==> src/rtl/instruction_fetch_unit.sv <==
// Fetch stage: PC + RAM read, word presented by valid/ready; a transfer per 3 cycles when unstalled.
// Yields the RAM port while Mem_busy; holds the word until Instr_ready; branch redirects/flushes.
module instruction_fetch_unit #(
  parameter int                 ADDR_W     = 16,
  parameter int                 DATA_W     = 32,
  parameter logic [ADDR_W-1:0]  START_ADDR = '0,
  parameter logic [DATA_W-1:0]  HALT_WORD  = '1,
  parameter int                 RAM_LAT    = 1
) (
  input  logic              Clk,
  input  logic              Reset,
  input  logic              Start,
  input  logic              Mem_busy,
  input  logic              Branch_valid,
  input  logic [ADDR_W-1:0] Branch_target,
  output logic              Ram_Enable,
  output logic              Ram_RW,
  output logic [ADDR_W-1:0] Ram_Address,
  input  logic [DATA_W-1:0] Ram_Data,
  output logic [DATA_W-1:0] Instr,
  output logic [ADDR_W-1:0] Instr_PC,
  output logic              Instr_valid,
  input  logic              Instr_ready,
  output logic              Halted
);

  localparam logic [2:0] IDLE   = 3'd0;
  localparam logic [2:0] REQ    = 3'd1;
  localparam logic [2:0] WAIT   = 3'd2;
  localparam logic [2:0] HOLD   = 3'd3;
  localparam logic [2:0] HALTED = 3'd4;

  localparam int CNT_W = (RAM_LAT < 2) ? 1 : $clog2(RAM_LAT + 1);

  logic [2:0]        state_q, state_d;
  logic [ADDR_W-1:0] pc_q, pc_d;
  logic [DATA_W-1:0] instr_q, instr_d;
  logic [ADDR_W-1:0] instr_pc_q, instr_pc_d;
  logic              instr_valid_q, instr_valid_d;
  logic              ram_en_q, ram_en_d;
  logic [ADDR_W-1:0] ram_addr_q, ram_addr_d;
  logic              halted_q, halted_d;
  logic [CNT_W-1:0]  cnt_q, cnt_d;
  logic              flush_q, flush_d;

  always_comb begin
    state_d       = state_q;
    pc_d          = pc_q;
    instr_d       = instr_q;
    instr_pc_d    = instr_pc_q;
    instr_valid_d = instr_valid_q;
    ram_en_d      = 1'b0;
    ram_addr_d    = ram_addr_q;
    halted_d      = halted_q;
    cnt_d         = cnt_q;
    flush_d       = flush_q;

    case (state_q)
      IDLE: begin
        if (Start) begin
          state_d = REQ;
          pc_d    = START_ADDR;
        end
      end
      REQ: begin
        if (!Mem_busy) begin
          ram_en_d   = 1'b1;
          ram_addr_d = pc_q;
          cnt_d      = CNT_W'(RAM_LAT);
          state_d    = WAIT;
          // A redirect in the issuing cycle still lets the read go out; its data is dropped.
          if (Branch_valid) flush_d = 1'b1;
        end
        if (Branch_valid) pc_d = Branch_target;
      end
      WAIT: begin
        cnt_d = cnt_q - 1'b1;
        if (Branch_valid) begin
          pc_d    = Branch_target;
          flush_d = 1'b1;
        end
        if (cnt_q <= CNT_W'(1)) begin
          cnt_d = '0;
          if (flush_q || Branch_valid) begin
            flush_d = 1'b0;
            state_d = REQ;
          end else if (Ram_Data == HALT_WORD) begin
            halted_d = 1'b1;
            state_d  = HALTED;
          end else begin
            instr_d       = Ram_Data;
            instr_pc_d    = pc_q;
            instr_valid_d = 1'b1;
            pc_d          = pc_q + 1'b1;
            state_d       = HOLD;
          end
        end
      end
      HOLD: begin
        // Redirect wins over a same-cycle handshake: the held word is discarded.
        if (Branch_valid) begin
          pc_d          = Branch_target;
          instr_valid_d = 1'b0;
          state_d       = REQ;
        end else if (Instr_ready) begin
          instr_valid_d = 1'b0;
          state_d       = REQ;
        end
      end
      HALTED: begin
        if (Start) begin
          halted_d = 1'b0;
          pc_d     = START_ADDR;
          state_d  = REQ;
        end
      end
      default: state_d = IDLE;
    endcase
  end

  always_ff @(posedge Clk or negedge Reset) begin
    if (!Reset) begin
      state_q       <= IDLE;
      pc_q          <= START_ADDR;
      instr_q       <= '0;
      instr_pc_q    <= '0;
      instr_valid_q <= 1'b0;
      ram_en_q      <= 1'b0;
      ram_addr_q    <= '0;
      halted_q      <= 1'b0;
      cnt_q         <= '0;
      flush_q       <= 1'b0;
    end else begin
      state_q       <= state_d;
      pc_q          <= pc_d;
      instr_q       <= instr_d;
      instr_pc_q    <= instr_pc_d;
      instr_valid_q <= instr_valid_d;
      ram_en_q      <= ram_en_d;
      ram_addr_q    <= ram_addr_d;
      halted_q      <= halted_d;
      cnt_q         <= cnt_d;
      flush_q       <= flush_d;
    end
  end

  assign Ram_Enable  = ram_en_q;
  assign Ram_RW      = 1'b1;
  assign Ram_Address = ram_addr_q;
  assign Instr       = instr_q;
  assign Instr_PC    = instr_pc_q;
  assign Instr_valid = instr_valid_q;
  assign Halted      = halted_q;

endmodule
==> config.mk <==
export PLATFORM = sky130hd
export DESIGN_NAME = instruction_fetch_unit
export DESIGN_NICKNAME = d
export VERILOG_FILES = /design/src/rtl/instruction_fetch_unit.sv
export SDC_FILE = /design/constraint.sdc
export NUM_CORES = 1
export LEC_CHECK = 0
export ABC_CLOCK_PERIOD_IN_PS = 2340
export CAP_MARGIN = 20
export CORE_ASPECT_RATIO = 0.8
export CORE_MARGIN = 1.5
export CORE_UTILIZATION = 45
export CTS_BUF_LIST = sky130_fd_sc_hd__clkbuf_8
export DETAILED_ROUTE_END_ITERATION = 8
export DONT_BUFFER_PORTS = 1
export SLEW_MARGIN = 10
export SYNTH_ARGS = -nofsm -noshare
export SYNTH_HDL_FRONTEND = slang
export SYNTH_SLANG_ARGS = --single-unit
export TNS_END_PERCENT = 100
==> constraint.sdc <==
create_clock -name Clk -period 2.34 [get_ports Clk]
set_clock_uncertainty 0.05 [all_clocks]
set_input_delay 0.351 -clock Clk [delete_from_list [all_inputs] [get_ports Clk]]
set_output_delay 0.351 -clock Clk [all_outputs]
set_load 0.1 [all_outputs]
# [After elaboration in Yosys (flattened, before gate mapping)]
# Cells that the tools add are included.
[totals] regBits=88 input_bits=54 output_inout_bits=68 word_cells=79
[classes] add_sub_neg=2 order_cmp=1 n_eq_ne=13 n_mux=35 bitwise=3 n_reduce_logical=15
[op_table] op="2-to-1 mux 16 bit" n=5
[op_table] op="one-hot mux 16 bit (3 select lines)" n=1
[op_table] op="== test 32 bit, second input constant" n=1
[op_table] op="2-to-1 mux 3 bit" n=7
[op_table] op="2-to-1 mux 1 bit" n=17
[op_table] op="adder 16 x 1 -> 16 bit, second input constant" n=1
[op_table] op="!= test 2 bit, second input constant" n=6
[op_table] op="one-hot mux 3 bit (4 select lines)" n=1
[op_table] op="AND reduction 5 bit" n=2
[op_table] op="one-hot mux 1 bit (2 select lines)" n=4
[op_table] op="AND reduction 4 bit" n=2
[op_table] op="== test 3 x 2 -> 1 bit, second input constant" n=2
[op_table] op="AND reduction 2 bit" n=3
[op_table] op="nonzero test 2 bit" n=3
[op_table] op="OR reduction 2 bit" n=2
[op_table] op="== test 3 x 1 -> 1 bit, second input constant" n=1
[op_table] op="== test 3 bit, second input constant" n=1
[op_table] op="zero test 3 bit" n=1
[op_table] op="!= test 3 bit, second input constant" n=1
[op_table] op="inverter 1 bit" n=3
[op_table] op="nonzero test 3 bit" n=1
[op_table] op="!= test 2 x 1 -> 1 bit, second input constant" n=1
[op_table] op="<= comparator 1 bit, second input constant" n=1
[op_table] op="logical OR 1 bit" n=1
[op_table] op="subtractor 1 bit, second input constant" n=1

# [Longest topological paths before layout]
# Gate-level depths: netlist (run 1).
[logic_depth] word_depth=5 depth_mapped=8

# [Worst setup path after synthesis (run 1)]
# Ideal clock, no wire load.
[synth_timing] path_kind="flip-flop to flip-flop" from="reg state_q[2]" to="reg instr_q[0] (netlist: Instr[0])" setup_ns=0.125 arrival_ns=1.818 required_ns=2.165 setup_slack_ns=0.347 path_stages_with_launch=7 n_path_buf=2 path_cell_list="dfrtp_1 -> nand2b_1 -> or2_0 -> clkbuf_1 -> a211oi_2 -> buf_2 -> mux2_2"
[synth_via] elab_chain_cells=2
[synth_lines] element="start: declaration" line_no="35" source="logic [2:0] state_q, state_d;"
[synth_lines] element="start signal: assignment" line_no="134" source="state_q <= state_d;"
[synth_lines] element="== test 3 x 2 -> 1 bit" line_no="58" source="case (state_q)"
[synth_lines] element="AND reduction 4 bit (no line)"
[synth_lines] element="end signal: assignment" line_no="136" source="instr_q <= instr_d;"
[synth_lines] element="end: declaration" line_no="37" source="logic [DATA_W-1:0] instr_q, instr_d;"
# Every way passes these cells.
# A chain may end at the register's enable or synchronous reset.

# [Worst setup path in the final report (run 1)]
[layout_timing] from="reg flush_q" to="reg pc_q[5]"
[layout_via] elab_chain_cells=4
[layout_lines] element="start: declaration" line_no="44" source="logic flush_q, flush_d;"
[layout_lines] element="start signal: assignment" line_no="143" source="flush_q <= flush_d;"
[layout_lines] element="logical OR 1 bit" line_no="84" source="if (flush_q || Branch_valid) begin"
[layout_lines] element="2-to-1 mux 16 bit" line_no="84"
[layout_lines] element="2-to-1 mux 16 bit" line_no="82" source="if (cnt_q <= CNT_W'(1)) begin"
[layout_lines] element="one-hot mux 16 bit (3 select lines)" line_no="58"
[layout_lines] element="end signal: assignment" line_no="135" source="pc_q <= pc_d;"
[layout_lines] element="end: declaration" line_no="36" source="logic [ADDR_W-1:0] pc_q, pc_d;"
# Every way passes these cells.

==> results of run 1 <==
[registers in the layout, indices dropped and copies added, names as in the netlist]
name and cells:
state_q 3, Instr_valid 1, Instr_PC 16, flush_q 1, Instr 32, Ram_Enable 1, pc_q 16, Halted 1
Ram_Address 16
[Yosys cell counts, drive strengths merged, types with 3 or more instances]
cell    instances
a211o           3
a21o            5
a21oi           9
a22oi           5
a31oi           3
and3            4
buf            11
clkbuf         11
dfrtp          87
inv             8
mux2           69
mux2i           6
nand2          10
nand2b          3
nand3          11
nand4          12
nor2           13
nor3           11
nor4            5
o21a            3
o21ai          14
o31ai           4
o32a            3
[area by class of cell]
type,count,area [um^2],share of cell area
clock buffer,9,123.9,0.02678
clock inverter,7,72.57,0.01569
inverter,8,30.03,0.006492
multi-input combinational,229,1851,0.4001
sequential,87,2177,0.4707
tap,115,143.9,0.03111
timing repair buffer,27,227.7,0.04923
[stage by stage]
step                utilization  instance area, um^2  std cells  worst slack, ns
floorplan                     -                 4156        346           0.3468
global route             0.5140                 4626        482          0.02225
detailed placement       0.4922                 4429        466           0.2108
global placement         0.4922                 4429        466           0.1936
CTS                      0.5140                 4626        482           0.1755
finish                   0.5140                 4626        482           0.1781
[per-layer routing]
metal,up-vias,share of wire,GRT usage
met3,10,0.090,0.07390
met2,139,0.45,0.3171
li1,1323,-,-
met1,1438,0.45,0.2753
met5,-,0,0
met4,0,0.0093,0.05361
[worst max path at each step]
stage                    start        to  slack (ns)  cells after the start
global placement       flush_q   pc_q[5]        0.19                      6
CTS                    flush_q   pc_q[5]        0.18                      6
detailed placement     flush_q   pc_q[5]        0.21                      6
floorplan           state_q[2]  Instr[0]        0.35                      6
finish                 flush_q   pc_q[5]        0.18                      6
global route           flush_q   pc_q[5]        0.02                      6
[logic make-up after synthesis]
| kind of cell | share of synthesized area |
|---|---|
| XOR/XNOR | 0.002108 |
| AO/OA/AOI/OAI | 0.1231 |
| multiplexers | 0.2014 |
| flip-flops | 0.5238 |
| adder cells (fa/ha/maj) | 0.003010 |
| buffers and inverters | 0.03281 |
| AND/OR/NAND/NOR | 0.1129 |
| other | 0.0009022 |
==> summary.txt, run 1 <==
Outcome
  – Outcome: finished with violations
  – Failing checks: hold timing

Flow run
  – Max Cap Viol: 0

Final layout
  – Most frequent cells in the layout: dfrtp_1 (87), mux2_2 (69), buf_4 (25), o21ai_0 (14), nor2_1 (13)
  – Share of cells above drive strength 1: 0.3215
  – Commonest non-fill, non-tap cell in the layout: dfrtp_1
  – Diodes inserted: 0
  – Layout area overhead: 11.29%
  – FILL cells: slightly above 800
  – Nets@finish: roughly 420

Synth
  – Synth Instances: approximately 350
  – Top cell type's share of synthesized area: 0.5238
  – Largest area contributor in the synthesized netlist: dfrtp_1
  – Synth cell types: 51
  – Seq cells post-synth: 87
  – Number of synthesized flops with an enable pin: 0
  – Ys Warns: 0
  – Ys async rst share: 1.000
  – Avg Cell Area, Syn: ~12 um^2
  – Cell area after synthesis: between 4000 and 5000 um^2
  – Synth top area cells: dfrtp_1 (52%), mux2_2 (19%), nand4_1 (1.8%)
  – Main synth FF type: dfrtp_1
  – Synth Net Count: ~400
  – Sequential area share after synthesis: 0.5238

Setup path
  – R2R Setup Slk: between 0.15 and 0.2 ns
  – CP startpoint kind: register
  – Required time worst endpoint: between 2 and 3 ns
  – Worst flop-to-flop path startpoint: flush_q
  – Reg-to-Reg End: pc_q[5]
  – Worst R2R Path Depth: 6
  – Crit path DAT: approximately 2.4 ns
  – CP bufs+invs: 2
  – Crit Path Category: register to register
  – Slowest Stage Delay on Critical Path: ~0.50 ns
  – Delay-heaviest family, CP: compound AO/OA/AOI/OAI gates
  – Worst-path cell chain: nor2_1 > inv_1 > a21oi_1 > a21boi_0 > buf_4 > a211o_1
  – CP max-delay cell: a21oi_1
  – Crit-path max FO: 6
  – Crit. End Element: register

Clocking
  – CTS tree: built
  – Root Buffer: clkbuf_8
  – Worst skew pair latency: roughly 0.35 ns
  – Worst-path clk slew: 0.09 ns
  – Max Root-Sink Buffers: 2
  – Post-CTS Setup Repair Bufs: 0
  – Clock sink count: between 80 and 90
  – CTS resizes: 0
  – Htree depth: 3
  – CTS Buf Count: 9

STA
  – Slew @ Worst Pin: approximately 0.93 ns
  – Tcrit/Tclk final: 0.9239
  – Max_slew headroom: 0.3803
  – Max Fclk: between 400 and 500 MHz
  – Final setup violation count: 0
  – Slew Viols, Final: 0
  – RSZ-0062 raised after global routing: false
  – Final hold vios: between 80 and 90
  – Tmin final: ~2.2 ns
  – Setup TNS: 0 ns
  – Min Hold Slack: -0.3676 ns

Die
  – Die height: 88.96 um
  – Initial Util: 0.4619
  – Die footprint: around 9800 um^2
  – Core ar.: ~9000 um^2
  – Die width: around 110 um
  – Top Ports: 122
  – Row count: 31

Global routing
  – GRT Total Usage: 0.2041
  – Pin count of the biggest net entering global routing: between 80 and 90
  – Vias in the first global route: 2,938
  – Overflow after GRT: 0
  – Initial antenna violation count: 0
  – First-pass GRT wire length: approximately 16,000 um

Placement
  – Detailed placer's ending HPWL: ~7100 um
  – IO buf count: 0
  – GP Congestion: between 0.8 and 0.9

Route
  – WL/cell: roughly 21 um
  – Number of vias per cell: 6.037
  – DRT Pass-1 Iters: 5
  – Initial DRC Count: approximately 220
  – DRC: 0
  – Post-Route WL: approximately 10,000 um
  – Via count of the routed design: 2,910
  – DRT antenna net count: 0

Hold path
  – Min-delay worst type: primary input to asynchronous set/reset pin
Power of run 1 is left out: the tool's default activity adds up to more than one toggle a clock period on the data nets, which glitch-free logic cannot reach.
==> run 2, diff against run 1 <==
CAP_MARGIN = 0   (was 20)
==> results of run 2 <==
Final layout, timing and power as in run 1 (identical DEF).
Power of run 2 is left out for the same reason.
